File: src/rtl/arm_multicycle_ctrl.sv
// Multicycle control unit for the ARM-subset datapath: sequences fetch/decode/execute,
// holds the NZCV flag register and gates every write strobe with the instruction condition.
module arm_multicycle_ctrl #(
  parameter int ALUCTRL_W  = 2,
  parameter int ENABLE_CMP = 1
) (
  input  logic                 clk,
  input  logic                 reset,
  input  logic [3:0]           Cond,
  input  logic [1:0]           Op,
  input  logic [5:0]           Funct,
  input  logic [3:0]           Rd,
  input  logic [3:0]           ALUFlags,
  output logic                 PCWrite,
  output logic                 AdrSrc,
  output logic                 MemWrite,
  output logic                 IRWrite,
  output logic                 RegWrite,
  output logic [1:0]           RegSrc,
  output logic [1:0]           ImmSrc,
  output logic                 ALUSrcA,
  output logic [1:0]           ALUSrcB,
  output logic [ALUCTRL_W-1:0] ALUControl,
  output logic [1:0]           ResultSrc,
  output logic [3:0]           Flags,
  output logic [3:0]           State
);

  typedef enum logic [3:0] {
    FETCH    = 4'd0,
    DECODE   = 4'd1,
    MEMADR   = 4'd2,
    MEMREAD  = 4'd3,
    MEMWB    = 4'd4,
    MEMWRITE = 4'd5,
    EXECUTER = 4'd6,
    EXECUTEI = 4'd7,
    ALUWB    = 4'd8,
    BRANCH   = 4'd9
  } stateT;

  stateT                state;
  logic                 condEx;
  logic                 condHold;
  logic                 cmdSupported;
  logic                 cmdIsCmp;
  logic                 cmdArith;
  logic [ALUCTRL_W-1:0] aluOp;
  logic                 inExecute;
  logic                 nzWe;
  logic                 cvWe;
  logic                 wbEn;
  logic                 pcWriteS;
  logic                 memWriteS;
  logic                 irWriteS;
  logic                 regWriteS;

  // Data-processing command decode; unsupported commands fall back to ADD with no side effects.
  always_comb begin
    cmdSupported = 1'b0;
    cmdIsCmp     = 1'b0;
    cmdArith     = 1'b0;
    aluOp        = '0;
    case (Funct[4:1])
      4'b0100: begin cmdSupported = 1'b1; cmdArith = 1'b1; end
      4'b0010: begin cmdSupported = 1'b1; cmdArith = 1'b1; aluOp = ALUCTRL_W'(1); end
      4'b0001: begin cmdSupported = 1'b1; aluOp = ALUCTRL_W'(2); end
      4'b0000: begin cmdSupported = 1'b1; aluOp = ALUCTRL_W'(3); end
      4'b1100: begin
        if (ALUCTRL_W >= 3) begin
          cmdSupported = 1'b1;
          aluOp        = ALUCTRL_W'(4);
        end
      end
      4'b1010: begin
        if (ENABLE_CMP != 0) begin
          cmdSupported = 1'b1;
          cmdIsCmp     = 1'b1;
          cmdArith     = 1'b1;
          aluOp        = ALUCTRL_W'(1);
        end
      end
      default: ;
    endcase
  end

  // Condition evaluation always uses the registered flags, never the live ALU flags.
  always_comb begin
    case (Cond)
      4'b0000: condEx = Flags[2];
      4'b0001: condEx = ~Flags[2];
      4'b0010: condEx = Flags[1];
      4'b0011: condEx = ~Flags[1];
      4'b0100: condEx = Flags[3];
      4'b0101: condEx = ~Flags[3];
      4'b0110: condEx = Flags[0];
      4'b0111: condEx = ~Flags[0];
      4'b1000: condEx = Flags[1] & ~Flags[2];
      4'b1001: condEx = ~Flags[1] | Flags[2];
      4'b1010: condEx = (Flags[3] == Flags[0]);
      4'b1011: condEx = (Flags[3] != Flags[0]);
      4'b1100: condEx = ~Flags[2] & (Flags[3] == Flags[0]);
      4'b1101: condEx = Flags[2] | (Flags[3] != Flags[0]);
      4'b1110: condEx = 1'b1;
      default: condEx = 1'b0;
    endcase
  end

  assign inExecute = (state == EXECUTER) || (state == EXECUTEI);
  assign nzWe      = inExecute && condEx && cmdSupported && (Funct[0] || cmdIsCmp);
  assign cvWe      = nzWe && cmdArith;
  assign wbEn      = condHold && cmdSupported && !cmdIsCmp;

  always_ff @(posedge clk or negedge reset) begin
    if (!reset) begin
      state    <= FETCH;
      Flags    <= 4'b0000;
      condHold <= 1'b0;
    end else begin
      case (state)
        FETCH:   state <= DECODE;
        DECODE: begin
          case (Op)
            2'b00:   state <= Funct[5] ? EXECUTEI : EXECUTER;
            2'b01:   state <= MEMADR;
            2'b10:   state <= BRANCH;
            default: state <= FETCH;
          endcase
        end
        MEMADR:  state <= Funct[0] ? MEMREAD : MEMWRITE;
        MEMREAD: state <= MEMWB;
        EXECUTER, EXECUTEI: begin
          state    <= ALUWB;
          // Writeback must see the pre-instruction condition even though flags change here.
          condHold <= condEx;
          if (nzWe) Flags[3:2] <= ALUFlags[3:2];
          if (cvWe) Flags[1:0] <= ALUFlags[1:0];
        end
        default: state <= FETCH;
      endcase
    end
  end

  always_comb begin
    pcWriteS   = 1'b0;
    memWriteS  = 1'b0;
    irWriteS   = 1'b0;
    regWriteS  = 1'b0;
    AdrSrc     = 1'b0;
    RegSrc     = 2'b00;
    ImmSrc     = 2'b00;
    ALUSrcA    = 1'b0;
    ALUSrcB    = 2'b00;
    ALUControl = '0;
    ResultSrc  = 2'b00;
    case (state)
      FETCH: begin
        irWriteS  = 1'b1;
        pcWriteS  = 1'b1;
        ALUSrcA   = 1'b1;
        ALUSrcB   = 2'b10;
        ResultSrc = 2'b10;
      end
      DECODE: begin
        ALUSrcA   = 1'b1;
        ALUSrcB   = 2'b10;
        ResultSrc = 2'b10;
        RegSrc    = {Op == 2'b01, Op == 2'b10};
        ImmSrc    = Op;
      end
      MEMADR:   ALUSrcB = 2'b01;
      MEMREAD:  AdrSrc = 1'b1;
      MEMWB: begin
        ResultSrc = 2'b01;
        regWriteS = condEx;
      end
      MEMWRITE: begin
        AdrSrc    = 1'b1;
        memWriteS = condEx;
      end
      EXECUTER: ALUControl = aluOp;
      EXECUTEI: begin
        ALUSrcB    = 2'b01;
        ALUControl = aluOp;
      end
      ALUWB: begin
        // A write to R15 is redirected into the PC.
        pcWriteS  = wbEn && (Rd == 4'hF);
        regWriteS = wbEn && (Rd != 4'hF);
      end
      BRANCH: begin
        ALUSrcB   = 2'b01;
        ResultSrc = 2'b10;
        pcWriteS  = condEx;
      end
      default: ;
    endcase
  end

  assign PCWrite  = pcWriteS & reset;
  assign MemWrite = memWriteS & reset;
  assign IRWrite  = irWriteS & reset;
  assign RegWrite = regWriteS & reset;
  assign State    = state;

endmodule

File: config.mk
export PLATFORM = sky130hd
export DESIGN_NAME = arm_multicycle_ctrl
export DESIGN_NICKNAME = d
export VERILOG_FILES = /design/src/rtl/arm_multicycle_ctrl.sv
export SDC_FILE = /design/constraint.sdc
export NUM_CORES = 1
export LEC_CHECK = 0
export ABC_AREA = 1
export CORE_ASPECT_RATIO = 1.1
export CORE_MARGIN = 5
export CORE_UTILIZATION = 42
export CTS_CLUSTER_DIAMETER = 50
export DETAILED_ROUTE_END_ITERATION = 10
export PLACE_DENSITY = 0.9
export SETUP_SLACK_MARGIN = 0.02
export SLEW_MARGIN = 20
export SYNTH_ARGS = -nofsm -noshare
export SYNTH_HDL_FRONTEND = slang
export SYNTH_SLANG_ARGS = --single-unit
File: constraint.sdc
create_clock -name clk -period 2.81 [get_ports clk]
set_input_delay 0.4215 -clock clk [delete_from_list [all_inputs] [get_ports clk]]
set_output_delay 0.4215 -clock clk [all_outputs]
set_load 0.01 [all_outputs]
==> metrics.md, run 1 <==
| Metric | Value |
|---|---|
| CP required | ~2400 ps |
| Cell Chain, Critical Path | nor2_1 -> inv_1 -> nor2_2 -> inv_1 -> a21oi_1 -> clkdlybuf4s50_1 |
| Fin Clk Skew | ~11 ps |
| CTS tree | done |
| Vias | 1,167 |
| Final min period | 2450 ps |
| Vias/cell | ~5.2 |
| Commonest cells after routing, fill and taps aside | nand2_1, clkdlybuf4s50_1, inv_1, nor2_1, nand3_1 |
| Kind of critical path | reg -> out |
| Post-route ant nets | 0 |
| Total Neg Setup Slack | 0 ps |
| First-pass GRT wire length | 4870 um |
| PnR worst setup slack | 362 ps |
| Max Cap Viol | 0 |
| Vias in the first global route | about 1,200 |
| Row cnt | 17 |
| Drc violations | 0 |
| Total Wirelength | 2830 um |
| Avg WL per Cell | approximately 13 um |
| Post-CTS sizing | 0 |
| Library cells used by synthesis | 25 |
| Die Area | between 0.003 and 0.004 sq mm |
| Final setup vio count | 0 |
| Initial antenna violation count | 0 |
| Slew @ Worst Pin | 434 ps |
| Largest net degree at the start of global routing | 10 |
| Area Growth Syn to Fin | 61.4% |
| Root Driver | clkbuf_4 |
| Gpl congestion | around 0.87 |
| Commonest non-fill, non-tap cell in the layout | nand2_1 |
| DP HPWL | roughly 2300 um |
| Total gr overflow | 0 |
| Number of port buffers | 45 |
| Register area share after synthesis | between 20% and 30% |
| Synthesized Nets | 169 |
| DRT Pass-1 Iters | 4 |
| Layout cells sized above 1 | around 11% |
| Slowest cell on crit path | clkdlybuf4s50_1 |
| Post CTS Setup Buffer Count | 0 |
| Chip width | between 50 and 60 um |
| I/O pins | 46 |
| CTS H-tree depth | 1 |
| # hold bufs at CTS | 0 |
| Worst skew pair latency | around 270 ps |
| Post-Syn Instances | 147 |
| Fill cell count | around 160 |
| Initial DRC count | 33 |
| Worst-path clk slew | about 70 ps |
| TritonCTS buffer count | 3 |
| Static Leak | 0.716 nW |
| Pre-CTS WS | 44.6 ps |
| Largest stage delay on the critical path | between 500 and 600 ps |
| Crit path arrival time | 2030 ps |
| Final Slew Violations | 0 |
| Mapped cell area | between 800 and 900 sq um |
| Worst VDD drop | about 0.51 mV |
| Hold Vio Cnt, Final | 0 |
| Unrepaired setup endpoints after global routing | no |
| Crit path top cell by count | inv_1 |
| Post-Layout Cell Count | 224 |
| Diode count | 0 |
| Critical Path End Type | output port |
| DP Cell Count | between 200 and 250 |
| PD cells | 673 mW/mm^2 |
| Slew margin rel. | 70.8% |
| Nets | 219 |
| Starting Density | 43.8% |
| Hold Crit Class | in -> async |
| Die Span Y | 57.6 um |
| Gr usage total | 20.7% |
| Status | finished clean |
| Clk sinks | 9 |
| Synthesis-stage register bit count | 9 |
| Final period util | 87.1% |
| Longest Clk Path Bufs | 2 |
| Pwr Total | 0.000941 W |
| Syn Area/Cell | between 5 and 6 sq um |
| Core area | around 0.0020 sq mm |
| CP Launch Type | flip-flop |
| Max Fclk | 0.408 GHz |
| Yosys warns | 0 |
| CP Max Fanout | 4 |
-- critical path, delay by kind of cell (launching register included) --
family	cells	cell delay, ps
AOI/OAI and AO/OA	1	150
buffers and inverters	3	790
DFF	1	410
and+or+nand+nor	2	420
-- path summary, 6_finish.rpt --
path                            depth (start not counted)  slack (ps)             to  startpoint
worst max-delay path                                    6         360  ALUControl[0]    State[3]
worst min register to register                          2         520       condHold    condHold
worst max register to register                         12        1330       Flags[2]    Flags[0]
max in group asynchronous                               2        2060       Flags[2]       reset
worst min-delay path                                    1         360       State[0]       reset
min in group clk                                        2         520       condHold    condHold
-- power by group --
| group | internal, W | switching [W] | total (W) |
|---|---|---|---|
| registers | 0.000172 | 0.0000519 | 0.000224 |
| logic | 0.000300 | 0.000313 | 0.000613 |
| clock network | 0.0000548 | 0.0000491 | 0.000104 |
-- layout make-up --
cell class              count  area [sq um]  share of cell area [%]
flip-flops and latches      9           225                    16.1
multi-input cells         109           533                    38.1
well taps                  28          35.0                    2.51
inverters                  28           105                    7.52
clock buffers               4          26.3                    1.88
repair buffers             46           473                    33.8
-- registers in the layout, summed over array words and instances (netlist names) --
name and count:
Flags 4, State 4, condHold 1
-- cell usage after synthesis (all sizes together) --
cell type / count / area (sq um)
nand2: 44 / 185
inv: 25 / 93.8
nor2: 25 / 114
nand3: 13 / 65.1
dfrtp: 9 / 225
o21ai: 8 / 43.8
nand4: 6 / 37.5
a21oi: 4 / 23.8
nor3: 4 / 25.0
clkinv: 3 / 11.3
a31oi: 1 / 6.26
buf: 1 / 5.00
nor4: 1 / 6.26
o221ai: 1 / 8.76
o311ai: 1 / 8.76
or2: 1 / 6.26
-- cell families after synthesis --
group                  after synthesis  share of synthesized area [%]
AND/OR/NAND/NOR                     94                           50.7
flip-flops                           9                           26.0
AO/OA/AOI/OAI                       15                           10.5
buffers and inverters               29                           12.7
-- metrics by stage --
step           hold slack (ps)  util (%)  area [sq um]
2_1_floorplan              126         -           866
3_3_place_gp               476      68.4          1350
3_5_place_dp               481      68.4          1350
4_1_cts                    357      69.8          1380
5_1_grt                    353      70.7          1400
6_report                   363      70.7          1400
-- routing by layer --
layer / vias to the layer above / track usage [%] / share of wire (%)
li1: 573 / - / -
met3: 7 / 4.88 / 8.2
met4: 0 / 8.76 / 1.4
met1: 532 / 22.0 / 37
met5: - / 0 / 0
met2: 55 / 37.8 / 53
Note: power is estimated with default switching activity, not from simulation.
==> run 2: changes to the inputs <==
--- a/config.mk
+++ b/config.mk
@@ -11,7 +11,9 @@
 export CORE_UTILIZATION = 42
 export CTS_CLUSTER_DIAMETER = 50
 export DETAILED_ROUTE_END_ITERATION = 10
+export HOLD_SLACK_MARGIN = 0.15
 export PLACE_DENSITY = 0.9
+export REMOVE_ABC_BUFFERS = 1
 export SETUP_SLACK_MARGIN = 0.02
 export SLEW_MARGIN = 20
 export SYNTH_ARGS = -nofsm -noshare
==> metrics.md, run 2 (same netlist as run 1, synthesis figures left out) <==
| Metric | Value |
|---|---|
| DRT Pass-1 Iters | 4 (unchanged) |
| DP HPWL | 2240 um (was 2330 um) |
| Layout cells sized above 1 | 11.7% (was 11.2%) |
| Routed met2 length | 1450 um (was 1510 um) |
| Commonest non-fill, non-tap cell in the layout | nand2_1 (unchanged) |
| Post-route ant nets | 0 (unchanged) |
| Hold Vio Cnt, Final | 0 (unchanged) |
| P_sw | 0.000400 W (was 0.000414 W) |
| Chip width | 53.3 um (unchanged) |
| Worst skew pair latency | 250 ps (was 270 ps) |
| Unrepaired setup endpoints after global routing | no (unchanged) |
| Worst VDD drop | 0.644 mV (was 0.508 mV) |
| Die Span Y | 57.6 um (unchanged) |
| Initial DRC count | 18 (was 33) |
| Fill cell count | 170 (was 164) |
| Post-Layout Cell Count | 224 (unchanged) |
| Status | finished clean (unchanged) |
| Final setup vio count | 0 (unchanged) |
| Slowest cell on crit path | clkdlybuf4s50_1 (unchanged) |
| R2r endpoint | Flags[0] (was Flags[2]) |
| Diode count | 0 (unchanged) |
| Total Neg Setup Slack | 0 ps (unchanged) |
| Final Cell Area | 0.00141 sq mm (was 0.00140 sq mm) |
| PD cells | 660 mW/mm^2 (was 673 mW/mm^2) |
| Max Cap Viol | 0 (unchanged) |
| Commonest cells after routing, fill and taps aside | nand2_1, clkdlybuf4s50_1, inv_1, nor2_1, nand3_1 (unchanged) |
| Hold Path Sink | condHold |
| Reg-to-reg slack, setup | 1320 ps (was 1330 ps) |
| Nets | 219 (unchanged) |
| Critical Path End Type | output port (unchanged) |
| CP Launch Type | flip-flop (unchanged) |
| Util after Layout | 71.1% (was 70.7%) |
| Starting Density | 43.8% (unchanged) |
| Avg WL per Cell | 11.8 um (was 12.6 um) |
| # hold bufs at CTS | 0 (unchanged) |
| Hold_sp | condHold |
| RR Startpoint | State[3] (was Flags[0]) |
| Max Used Layer | met4 (unchanged) |
| Largest net degree at the start of global routing | 10 (unchanged) |
| Row cnt | 17 (unchanged) |
| Longest Clk Path Bufs | 2 (unchanged) |
| Cell Chain, Critical Path | nor2_1 -> inv_1 -> nor2_2 -> inv_1 -> a21oi_1 -> clkdlybuf4s50_1 (unchanged) |
| Slew margin rel. | 68.1% (was 70.8%) |
| Final period util | 86.4% (was 87.1%) |
| M1 WL | 1010 um (was 1040 um) |
| Root Driver | clkbuf_4 (unchanged) |
| Combinational Power Share | 65.5% (was 65.2%) |
| Max Fclk | 0.412 GHz (was 0.408 GHz) |
| Sw Ratio | 43.2% (was 44.0%) |
| Vias | 1,132 (was 1,167) |
| TritonCTS buffer count | 3 (unchanged) |
| CTS H-tree depth | 1 (unchanged) |
| Internal | 0.000528 W (was 0.000527 W) |
| First-pass GRT wire length | 4380 um (was 4870 um) |
| DP Cell Count | 220 (unchanged) |
| Crit path arrival time | 2010 ps (was 2030 ps) |
| Initial antenna violation count | 0 (unchanged) |
| Fin Clk Skew | 1.26 ps (was 10.8 ps) |
| Hold Crit Class | reg -> reg (was in -> async) |
| Vias in the first global route | 1,119 (was 1,194) |
| Total Wirelength | 2650 um (was 2830 um) |
| Gpl congestion | 0.865 (about the same) |
| Core area | 0.00198 sq mm (unchanged) |
| CTS tree | done (unchanged) |
| CP required | 2390 ps (about the same) |
| Final min period | 2430 ps (was 2450 ps) |
| Area Growth Syn to Fin | 62.4% (was 61.4%) |
| Slew @ Worst Pin | 474 ps (was 434 ps) |
| Crit path top cell by count | inv_1 (unchanged) |
| Static Leak | 0.717 nW (was 0.716 nW) |
| Clk sinks | 9 (unchanged) |
| Worst-path clk slew | 60 ps (was 70 ps) |
| Total gr overflow | 0 (unchanged) |
| CP Max Fanout | 4 (unchanged) |
| Kind of critical path | reg -> out (unchanged) |
| Drc violations | 0 (unchanged) |
| Placed Area | 0.00135 sq mm (unchanged) |
| Clock share of power | 10.1% (was 11.0%) |
| Largest stage delay on the critical path | 550 ps (was 560 ps) |
| I/O pins | 46 (unchanged) |
| Vias/cell | 5.05 (was 5.21) |
| WL met3 | 152 um (was 232 um) |
| Gr usage total | 18.5% (was 20.7%) |
| Number of port buffers | 45 (unchanged) |
| Final Slew Violations | 0 (unchanged) |
| Hold Path Depth | 2 |
| Worst r2r path cells | 7 (was 12) |
| Die Area | 0.00307 sq mm (unchanged) |
| Flop pwr share | 24.3% (was 23.8%) |
run 2: worst max-delay path, delay by kind of cell (launching register included):
family	cells	cell delay, ps
buffers and inverters	3	770
AND/OR/NAND/NOR	2	420
AO/OA/AOI/OAI	1	140
flip-flops	1	420
run 2: per-stage QoR:
stage	hold slack (ps)	worst slack, ps	total power [W]
floorplan	126	1150	0.000504
global placement	479	98.2	0.000824
detailed placement	476	53.3	0.000831
CTS	491	49.9	0.000933
global route	534	167	0.00101
finish	490	382	0.000928
run 2: cell type report:
type / instances / area [sq um] / area share, %
multi-input combinational: 109 / 542 / 38.5
tap: 28 / 35.0 / 2.49
inverter: 28 / 105 / 7.47
clock buffer: 4 / 26.3 / 1.87
sequential: 9 / 225 / 16.0
timing repair buffer: 46 / 473 / 33.6
run 2: worst max path at each step:
stage	end	slack, ps	start	cells after the start
after global routing	RegSrc[0]	170	State[3]	6
after global placement	RegWrite	100	Cond[2]	10
final	ALUControl[0]	380	State[3]	6
after floorplan	PCWrite	1150	Flags[3]	11
after detailed placement	RegWrite	50	Cond[2]	12
after CTS	RegWrite	50	Cond[2]	12
run 2: repair_timing:
item / in CTS / in global routing
setup endpoints to repair: 0 / 3
hold endpoints to repair: 0 / 0
setup buffers: 0 / 0
resized for setup: 0 / 9
run 2: per-layer routing:
metal / GRT usage (%) / up-vias
li1: - / 568
met2: 33.8 / 40
met1: 19.6 / 518
met4: 8.39 / 0
met5: 0 / -
met3: 4.11 / 6
run 2: power by group through the flow:
stage | combinational [W] | clock [W] | sequential, W
after floorplan | 0.000272 | 0 | 0.000232
after global placement | 0.000599 | 0 | 0.000224
after detailed placement | 0.000606 | 0 | 0.000224
after CTS | 0.000612 | 0.0000971 | 0.000224
after global routing | 0.000669 | 0.000105 | 0.000233
final | 0.000608 | 0.0000940 | 0.000226
